===== src/rtl/vec_elem_sequencer_if.sv =====
// Command and register-file port bundle for vec_elem_sequencer.
// The slave modport is the sequencer; the master modport is the command source plus register file.
interface vec_elem_sequencer_if #(
    parameter int unsigned ADDR_WIDTH = 5,
    parameter int unsigned DATA_WIDTH = 32
);
    logic                  cmd_valid;
    logic                  cmd_ready;
    logic [2:0]            cmd_op;
    logic [ADDR_WIDTH-1:0] cmd_vd;
    logic [ADDR_WIDTH-1:0] cmd_vs1;
    logic [ADDR_WIDTH-1:0] cmd_vs2;
    logic [ADDR_WIDTH:0]   cmd_vl;
    logic                  busy;
    logic                  done;
    logic                  err;
    logic [ADDR_WIDTH-1:0] rf_rAddr1_1;
    logic [ADDR_WIDTH-1:0] rf_rAddr2_1;
    logic [ADDR_WIDTH-1:0] rf_rAddr1_2;
    logic [ADDR_WIDTH-1:0] rf_rAddr2_2;
    logic [DATA_WIDTH-1:0] rf_rData1;
    logic [DATA_WIDTH-1:0] rf_rData2;
    logic [ADDR_WIDTH-1:0] rf_wAddr1;
    logic [ADDR_WIDTH-1:0] rf_wAddr2;
    logic [DATA_WIDTH-1:0] rf_wData;
    logic                  rf_wEnable;

    modport slave (
        input  cmd_valid, cmd_op, cmd_vd, cmd_vs1, cmd_vs2, cmd_vl, rf_rData1, rf_rData2,
        output cmd_ready, busy, done, err,
        output rf_rAddr1_1, rf_rAddr2_1, rf_rAddr1_2, rf_rAddr2_2,
        output rf_wAddr1, rf_wAddr2, rf_wData, rf_wEnable
    );

    modport master (
        output cmd_valid, cmd_op, cmd_vd, cmd_vs1, cmd_vs2, cmd_vl, rf_rData1, rf_rData2,
        input  cmd_ready, busy, done, err,
        input  rf_rAddr1_1, rf_rAddr2_1, rf_rAddr1_2, rf_rAddr2_2,
        input  rf_wAddr1, rf_wAddr2, rf_wData, rf_wEnable
    );
endinterface


===== src/rtl/vec_elem_sequencer.sv =====
// Element-serial vector ALU sequencer: one element read per cycle, written back one cycle later.
// Define VEC_SEQ_MUL_EN to build the multiplier for op 5; otherwise op 5 is rejected with err.
module vec_elem_sequencer #(
    parameter int unsigned ADDR_WIDTH = 5,
    parameter int unsigned DATA_WIDTH = 32,
    parameter int unsigned NUM_ELE    = 32
) (
    input logic                clk,
    input logic                reset,
    vec_elem_sequencer_if.slave bus
);
    typedef enum logic [1:0] {StIdle, StRun, StDrain} state_e;

    localparam logic [ADDR_WIDTH:0]   NumEle = NUM_ELE[ADDR_WIDTH:0];
    localparam logic [ADDR_WIDTH:0]   VlOne  = {{ADDR_WIDTH{1'b0}}, 1'b1};
    localparam logic [ADDR_WIDTH-1:0] IdxOne = {{(ADDR_WIDTH-1){1'b0}}, 1'b1};

    state_e                state_q, state_d;
    logic [2:0]            op_q;
    logic [ADDR_WIDTH-1:0] vd_q, vs1_q, vs2_q, idx_q, widx_q;
    logic [ADDR_WIDTH:0]   vl_q, vl_eff;
    logic [DATA_WIDTH-1:0] res_q, res_d;
    logic                  pipe_valid_q, done_q, err_q;
    logic                  accept, op_legal, last_elem;

    assign accept    = bus.cmd_valid && (state_q == StIdle);
    assign vl_eff    = (bus.cmd_vl > NumEle) ? NumEle : bus.cmd_vl;
    assign last_elem = (({1'b0, idx_q} + VlOne) == vl_q);

`ifdef VEC_SEQ_MUL_EN
    assign op_legal = 1'b1;
`else
    assign op_legal = (bus.cmd_op != 3'd5);
`endif

    always_comb begin
        state_d = state_q;
        unique case (state_q)
            StIdle:  if (accept && (vl_eff != '0) && op_legal) state_d = StRun;
            StRun:   if (last_elem) state_d = StDrain;
            StDrain: state_d = StIdle;
            default: state_d = StIdle;
        endcase
    end

    always_comb begin
        res_d = '0;
        case (op_q)
            3'd0: res_d = bus.rf_rData1 + bus.rf_rData2;
            3'd1: res_d = bus.rf_rData1 - bus.rf_rData2;
            3'd2: res_d = bus.rf_rData1 & bus.rf_rData2;
            3'd3: res_d = bus.rf_rData1 | bus.rf_rData2;
            3'd4: res_d = bus.rf_rData1 ^ bus.rf_rData2;
`ifdef VEC_SEQ_MUL_EN
            3'd5: res_d = bus.rf_rData1 * bus.rf_rData2;
`endif
            3'd6: res_d = ($signed(bus.rf_rData1) < $signed(bus.rf_rData2)) ?
                          bus.rf_rData1 : bus.rf_rData2;
            3'd7: res_d = ($signed(bus.rf_rData1) > $signed(bus.rf_rData2)) ?
                          bus.rf_rData1 : bus.rf_rData2;
            default: res_d = '0;
        endcase
    end

    always_ff @(posedge clk or posedge reset) begin
        if (reset) begin
            state_q      <= StIdle;
            op_q         <= '0;
            vd_q         <= '0;
            vs1_q        <= '0;
            vs2_q        <= '0;
            vl_q         <= '0;
            idx_q        <= '0;
            widx_q       <= '0;
            res_q        <= '0;
            pipe_valid_q <= 1'b0;
            done_q       <= 1'b0;
            err_q        <= 1'b0;
        end else begin
            state_q      <= state_d;
            pipe_valid_q <= (state_q == StRun);
            done_q       <= (state_q == StDrain);
            err_q        <= 1'b0;
            if (accept) begin
                op_q   <= bus.cmd_op;
                vd_q   <= bus.cmd_vd;
                vs1_q  <= bus.cmd_vs1;
                vs2_q  <= bus.cmd_vs2;
                vl_q   <= vl_eff;
                idx_q  <= '0;
                done_q <= (vl_eff == '0) || !op_legal;
                err_q  <= !op_legal;
            end
            // Writes trail reads by one cycle, so element k-1 is written while k is read.
            if (state_q == StRun) begin
                res_q  <= res_d;
                widx_q <= idx_q;
                if (!last_elem) idx_q <= idx_q + IdxOne;
            end
        end
    end

    assign bus.cmd_ready   = (state_q == StIdle);
    assign bus.busy        = (state_q != StIdle);
    assign bus.done        = done_q;
    assign bus.err         = err_q;
    assign bus.rf_rAddr1_1 = vs1_q;
    assign bus.rf_rAddr2_1 = idx_q;
    assign bus.rf_rAddr1_2 = vs2_q;
    assign bus.rf_rAddr2_2 = idx_q;
    assign bus.rf_wAddr1   = vd_q;
    assign bus.rf_wAddr2   = widx_q;
    assign bus.rf_wData    = res_q;
    assign bus.rf_wEnable  = pipe_valid_q;
endmodule

===== src/flat_wrapper.sv =====
// flat-port wrapper written by rule: the top's interface ports become plain ports
module vec_elem_sequencer_flat 
#(
    parameter int unsigned ADDR_WIDTH = 5,
    parameter int unsigned DATA_WIDTH = 32,
    parameter int unsigned NUM_ELE    = 32
)
  (clk, reset, bus_cmd_valid, bus_cmd_op, bus_cmd_vd, bus_cmd_vs1, bus_cmd_vs2, bus_cmd_vl, bus_rf_rData1, bus_rf_rData2, bus_cmd_ready, bus_busy, bus_done, bus_err, bus_rf_rAddr1_1, bus_rf_rAddr2_1, bus_rf_rAddr1_2, bus_rf_rAddr2_2, bus_rf_wAddr1, bus_rf_wAddr2, bus_rf_wData, bus_rf_wEnable);
  vec_elem_sequencer_if #(.ADDR_WIDTH(ADDR_WIDTH), .DATA_WIDTH(DATA_WIDTH)) bus_i ();
  input logic clk;
  input logic reset;
  input wire logic [$bits(bus_i.cmd_valid)-1:0] bus_cmd_valid;
  input wire logic [$bits(bus_i.cmd_op)-1:0] bus_cmd_op;
  input wire logic [$bits(bus_i.cmd_vd)-1:0] bus_cmd_vd;
  input wire logic [$bits(bus_i.cmd_vs1)-1:0] bus_cmd_vs1;
  input wire logic [$bits(bus_i.cmd_vs2)-1:0] bus_cmd_vs2;
  input wire logic [$bits(bus_i.cmd_vl)-1:0] bus_cmd_vl;
  input wire logic [$bits(bus_i.rf_rData1)-1:0] bus_rf_rData1;
  input wire logic [$bits(bus_i.rf_rData2)-1:0] bus_rf_rData2;
  output wire logic [$bits(bus_i.cmd_ready)-1:0] bus_cmd_ready;
  output wire logic [$bits(bus_i.busy)-1:0] bus_busy;
  output wire logic [$bits(bus_i.done)-1:0] bus_done;
  output wire logic [$bits(bus_i.err)-1:0] bus_err;
  output wire logic [$bits(bus_i.rf_rAddr1_1)-1:0] bus_rf_rAddr1_1;
  output wire logic [$bits(bus_i.rf_rAddr2_1)-1:0] bus_rf_rAddr2_1;
  output wire logic [$bits(bus_i.rf_rAddr1_2)-1:0] bus_rf_rAddr1_2;
  output wire logic [$bits(bus_i.rf_rAddr2_2)-1:0] bus_rf_rAddr2_2;
  output wire logic [$bits(bus_i.rf_wAddr1)-1:0] bus_rf_wAddr1;
  output wire logic [$bits(bus_i.rf_wAddr2)-1:0] bus_rf_wAddr2;
  output wire logic [$bits(bus_i.rf_wData)-1:0] bus_rf_wData;
  output wire logic [$bits(bus_i.rf_wEnable)-1:0] bus_rf_wEnable;
  assign bus_i.cmd_valid = bus_cmd_valid;
  assign bus_i.cmd_op = bus_cmd_op;
  assign bus_i.cmd_vd = bus_cmd_vd;
  assign bus_i.cmd_vs1 = bus_cmd_vs1;
  assign bus_i.cmd_vs2 = bus_cmd_vs2;
  assign bus_i.cmd_vl = bus_cmd_vl;
  assign bus_i.rf_rData1 = bus_rf_rData1;
  assign bus_i.rf_rData2 = bus_rf_rData2;
  assign bus_cmd_ready = bus_i.cmd_ready;
  assign bus_busy = bus_i.busy;
  assign bus_done = bus_i.done;
  assign bus_err = bus_i.err;
  assign bus_rf_rAddr1_1 = bus_i.rf_rAddr1_1;
  assign bus_rf_rAddr2_1 = bus_i.rf_rAddr2_1;
  assign bus_rf_rAddr1_2 = bus_i.rf_rAddr1_2;
  assign bus_rf_rAddr2_2 = bus_i.rf_rAddr2_2;
  assign bus_rf_wAddr1 = bus_i.rf_wAddr1;
  assign bus_rf_wAddr2 = bus_i.rf_wAddr2;
  assign bus_rf_wData = bus_i.rf_wData;
  assign bus_rf_wEnable = bus_i.rf_wEnable;
  vec_elem_sequencer #(.ADDR_WIDTH(ADDR_WIDTH), .DATA_WIDTH(DATA_WIDTH), .NUM_ELE(NUM_ELE)) u_core (.clk(clk), .reset(reset), .bus(bus_i));
endmodule

===== config.mk =====
export PLATFORM = sky130hd
export DESIGN_NAME = vec_elem_sequencer_flat
export DESIGN_NICKNAME = d
export VERILOG_FILES = /design/src/rtl/vec_elem_sequencer_if.sv /design/src/rtl/vec_elem_sequencer.sv /design/src/flat_wrapper.sv
export SDC_FILE = /design/constraint.sdc
export NUM_CORES = 1
export LEC_CHECK = 0
export ABC_AREA = 1
export CAP_MARGIN = 10
export CORE_MARGIN = 2
export CORE_UTILIZATION = 51
export DETAILED_ROUTE_END_ITERATION = 16
export PLACE_DENSITY = 0.77
export SLEW_MARGIN = 10
export SYNTH_ARGS = -nofsm -noshare
export SYNTH_HDL_FRONTEND = slang
export SYNTH_SLANG_ARGS = --single-unit

===== constraint.sdc =====
create_clock -name clk -period 2.5 [get_ports clk]
set_clock_uncertainty 0.05 [all_clocks]
set_input_delay 0.75 -clock clk [delete_from_list [all_inputs] [get_ports clk]]
set_output_delay 0.75 -clock clk [all_outputs]
set_load 0.02 [all_outputs]

==> results of run 1 <==
-- cells in the mapped netlist (all sizes together), types with 2 or more instances --
master	number	area share (%)
o21bai	10	0.73
xor2	4	0.34
a211oi	2	0.15
o211ai	14	1.0
o22ai	21	1.3
nand3	182	9.1
and3	3	0.18
nor3	16	1.0
a21oi	84	4.4
o2111ai	3	0.26
ha	97	12
fa	2	0.39
nor2	154	6.2
clkbuf	35	1.3
buf	40	2.9
a221oi	7	0.60
dfrtp	71	17
and2	3	0.18
nand2	619	23
nor4	5	0.31
nand4	31	2.0
xnor2	2	0.17
o221ai	4	0.34
inv	283	10
o21ai	66	3.2
-- timing repair --
action,CTS
endpoints found under the setup margin,32
pin swaps,115
setup buffers,72
resized for setup,557
gates cloned,2
-- layer usage --
layer,track usage (%),GRT overflow
met3,52.2,2
met1,72.2,1
met5,16.8,0
met4,72.7,45
met2,91.8,32
-- per-stage QoR --
stage          cells  hold slack, ns  setup WS [ns]
4_1_cts         2586           0.425         -0.301
3_5_place_dp    2497           0.414          -1.30
3_3_place_gp    2497           0.410          -1.24
2_1_floorplan   1769           0.416         -0.241
-- kinds of logic after synthesis --
| group | after synthesis | share of synthesized area [%] |
|---|---|---|
| and+or+nand+nor | 1015 | 42.6 |
| buffers and inverters | 359 | 14.6 |
| AOI/OAI and AO/OA | 219 | 12.6 |
| adders and majority gates | 99 | 12.3 |
| DFF | 71 | 17.4 |
| xor gates and xnor gates | 6 | 0.514 |
==> impl_metrics.env, run 1 <==
export IMPL_dp_hpwl_um=36900
export IMPL_clock_sinks=71
export IMPL_syn_instance_count=1769
export IMPL_start_util_pct=52.2
export IMPL_synth_async_reset_ratio_pct=100
export IMPL_ys_types=51
export IMPL_first_error="[ERROR GRT-0232] Routing congestion too high. Check the congestion heatmap in the GUI."
export IMPL_ios=158
export IMPL_synth_main_ff_cell="dfrtp_1"
export IMPL_num_rows=51
export IMPL_placed_cell_area_um2=15000
export IMPL_grt_usage_pct=71.9
export IMPL_htree_levels=3
export IMPL_cts_root_buf="clkbuf_16"
export IMPL_place_gp_congestion=1.07
export IMPL_grt_max_degree=35
export IMPL_port_buffers=157
export IMPL_status="did not finish"
export IMPL_ys_seq_area_share_pct=17.4
export IMPL_grt_overflow_total=80
export IMPL_failing_step="global routing (5_1_grt)"
export IMPL_cts_buffer_depth=2
export IMPL_syn_area_um2=10200
export IMPL_syn_nets=1959
export IMPL_avgSynthCellArea_um2=5.78
export IMPL_ys_seq_elements=71
export IMPL_synth_edf_count=0
export IMPL_endpoint_type="register data pin"
export IMPL_cts_buffers=9
export IMPL_postGrtWorstEndpoint="u_core.bus.rf_wData[0]$_DFFE_PP0P_/D"
export IMPL_die_y_um=146
export IMPL_die_x_um=146
export IMPL_cts_hold_buf=0
export IMPL_ys_warn_count=0
==> run 2, diff against run 1 <==
Settings changed: CORE_UTILIZATION 51 to 40, PLACE_DENSITY 0.77 to default, PLACE_DENSITY_LB_ADDON from default to 0.15.
Clock period 2.5 ns to 3.2 ns, I/O delays scaled along.
==> impl_metrics.env, run 2 <==
export IMPL_cts_root_buf="clkbuf_16"
export IMPL_critical_path_startpoint_type="primary input"
export IMPL_synth_main_ff_cell="dfrtp_1"
export IMPL_worst_slew_pin_slew_ns=0.816
export IMPL_path_class="in -> reg"
export IMPL_relSlewSlack_pct=45.6
export IMPL_num_rows=58
export IMPL_synth_commonest_cells="nand2_1, inv_1, nand3_1"
export IMPL_status="complete, no violations"
export IMPL_port_buffers=157
export IMPL_cap_violations=0
export IMPL_grt_overflow_total=0
export IMPL_ys_types=51
export IMPL_tritoncts="done"
export IMPL_syn_area_um2=10200
export IMPL_placedCellCount=2545
export IMPL_fin_util_pct=64.0
export IMPL_finalSetupViolCount=0
export IMPL_reg2reg_depth=8
export IMPL_synth_edf_count=0
export IMPL_worstPathRequired_ns=3.38
export IMPL_yosysMostFrequentCell="nand2_1"
export IMPL_syn_instance_count=1769
export IMPL_route_detailed_drc=0
export IMPL_drt_pass1_iterations=6
export IMPL_drt_wirelength_per_cell_um=18.6
export IMPL_clock_sinks=71
export IMPL_syn_nets=1959
export IMPL_intPower_mw=2.52
export IMPL_swShare_pct=40.5
export IMPL_first_iter_violations=1195
export IMPL_cts_buffers=9
export IMPL_mostFrequentLayoutCells="nand2_1, buf_4, inv_1"
export IMPL_yosysTopAreaCell="nand2_1"
export IMPL_crit_start="bus_rf_rData2[20]"
export IMPL_cts_buffer_depth=2
export IMPL_p_seq_share_pct=22.1
export IMPL_grt_pass1_wl_um=72000
export IMPL_dieArea_um2=26900
export IMPL_via_count=13680
export IMPL_largest_reg_flops=32
export IMPL_r2r_start="u_core.op_q[0]$_DFFE_PP0P_"
export IMPL_r2r_end="u_core.bus.rf_wData[3]$_DFFE_PP0P_"
export IMPL_hold_violations=0
export IMPL_holdWs_ns=0.428
export IMPL_synth_top_cell_area_share_pct=22.2
export IMPL_period_needed_ns=3.13
export IMPL_core_area_um2=25100
export IMPL_ys_seq_elements=71
export IMPL_power_frac_clock_pct=23.2
export IMPL_areaGrowthSynthToFinish_pct=57.2
export IMPL_comb_power_share_pct=54.7
export IMPL_die_y_um=164
export IMPL_htree_levels=3
export IMPL_ys_warn_count=0
export IMPL_grt_max_degree=56
export IMPL_layout_commonest_cell="nand2_1"
export IMPL_period_share_pct=97.9
export IMPL_grt_pass1_vias=13184
export IMPL_totalWireLength_um=48700
export IMPL_cts_hold_buf=0
export IMPL_antenna_cells=0
export IMPL_arrival_ns=3.32
export IMPL_fin_nets=2475
export IMPL_pre_cts_ws_ns=-0.850
export IMPL_setup_slack_ns=0.0662
export IMPL_ys_seq_area_share_pct=17.4
export IMPL_peakVddDrop_v=0.000242
export IMPL_synthTopCellsByArea="nand2_1, dfrtp_1, ha_1"
export IMPL_drive_gt1_share_pct=31.5
export IMPL_cp_endpoint="u_core.bus.rf_wData[26]$_DFFE_PP0P_"
export IMPL_start_util_pct=40.7
export IMPL_clock_fmax_mhz=319
export IMPL_detail_route_antenna_nets=0
export IMPL_avgSynthCellArea_um2=5.78
export IMPL_via_per_inst=5.22
export IMPL_cp_end_kind="flop"
export IMPL_instances_no_fill=2620
export IMPL_slew_viol_final=0
export IMPL_antenna_found_initial=0
export IMPL_die_x_um=164
export IMPL_p_switching_mw=1.72
export IMPL_synth_async_reset_ratio_pct=100
export IMPL_clk_latency_ns=0.35
export IMPL_ff2ff_setup_slack_ns=0.99
export IMPL_dp_hpwl_um=37600
export IMPL_cts_clk_slew_worst_paths_ns=0.06
export IMPL_grt_usage_pct=35.2
export IMPL_place_gp_congestion=1.01
export IMPL_hp_class="reg -> reg"
export IMPL_crit_fanout=15
export IMPL_leakage_nw=8.50
export IMPL_p_per_area_nw_per_um2=264
export IMPL_ios=158
run 2: through the flow:
| step | power (mW) | area, µm² | setup TNS (ns) |
|---|---|---|---|
| after floorplan | 1.90 | 10200 | 0 |
| after global placement | 2.90 | 14600 | -23.31 |
| after detailed placement | 2.91 | 14600 | -24.55 |
| after CTS | 4.10 | 15900 | -0.00265 |
| after global routing | 4.45 | 16100 | -0.00165 |
| final | 4.24 | 16100 | 0 |
run 2: layer usage:
layer,global-route usage [%],part of all wire [%],up-vias
met1,41.6,40,6280
met3,3.46,5.7,160
met5,0,0,-
li1,-,-,6647
met2,61.0,47,593
met4,22.4,7.3,0
run 2: cells by family (layout without fill, tap and decap cells):
| kind of cell | after synthesis | after routing | share of synthesized area (%) |
|---|---|---|---|
| AO/OA/AOI/OAI | 219 | 219 | 12.6 |
| XOR/XNOR | 6 | 6 | 0.514 |
| adder cells (fa/ha/maj) | 99 | 99 | 12.3 |
| buffers and inverters | 359 | 879 | 14.6 |
| flip-flops | 71 | 71 | 17.4 |
| AND/OR/NAND/NOR | 1015 | 1016 | 42.6 |
run 2: power groups by stage:
stage	clock, mW	combinational [mW]	sequential, mW
floorplan	0	0.927	0.976
global placement	0	1.95	0.952
detailed placement	0	1.96	0.952
CTS	0.996	2.17	0.936
global route	1.03	2.49	0.937
finish	0.985	2.32	0.936
run 2: final cells by class:
type	count	area (µm²)
fill	2452	9040
tap	330	413
timing repair buffer	579	4740
clock buffer	9	225
clock inverter	7	55.1
sequential	71	1780
inverter	284	1070
multi-input combinational	1340	7790
run 2: worst min path at each step:
stage / from / end / slack [ns] / depth (start not counted)
floorplan: u_core.vl_q[4]$_DFFE_PP0P_ / u_core.vl_q[4]$_DFFE_PP0P_ / 0.42 / 2
global placement: u_core.bus.rf_wAddr1[1]$_DFFE_PP0P_ / u_core.bus.rf_wAddr1[1]$_DFFE_PP0P_ / 0.41 / 2
detailed placement: u_core.bus.rf_rAddr1_1[0]$_DFFE_PP0P_ / u_core.bus.rf_rAddr1_1[0]$_DFFE_PP0P_ / 0.41 / 2
CTS: u_core.bus.rf_rAddr1_1[0]$_DFFE_PP0P_ / u_core.bus.rf_rAddr1_1[0]$_DFFE_PP0P_ / 0.43 / 2
global route: u_core.bus.rf_rAddr1_2[2]$_DFFE_PP0P_ / u_core.bus.rf_rAddr1_2[2]$_DFFE_PP0P_ / 0.45 / 2
finish: u_core.bus.rf_wData[18]$_DFFE_PP0P_ / u_core.bus.rf_wData[18]$_DFFE_PP0P_ / 0.43 / 2
run 2: critical path: stages:
cell	delay, ns
clkbuf_2	0.13
inv_1	0.09
buf_4	0.14
ha_1	0.20
inv_2	0.08
o21ai_4	0.08
a21oi_2	0.17
nand2_2	0.10
a21oi_4	0.29
buf_4	0.17
nand3_2	0.07
nand2_4	0.15
buf_12	0.16
nand2_1	0.06
nand3_1	0.09
nand4_1	0.19
nand2_1	0.11
nand2_1	0.06
run 2: repair_timing:
action / CTS / global route
gates cloned: 1 / 4
endpoints found under the setup margin: 32 / 32
hold endpoints to repair: 0 / 0
pin swaps: 52 / 53
resized for setup: 245 / 137
setup buffers: 40 / 16
Power figures use the tool's default switching activity.
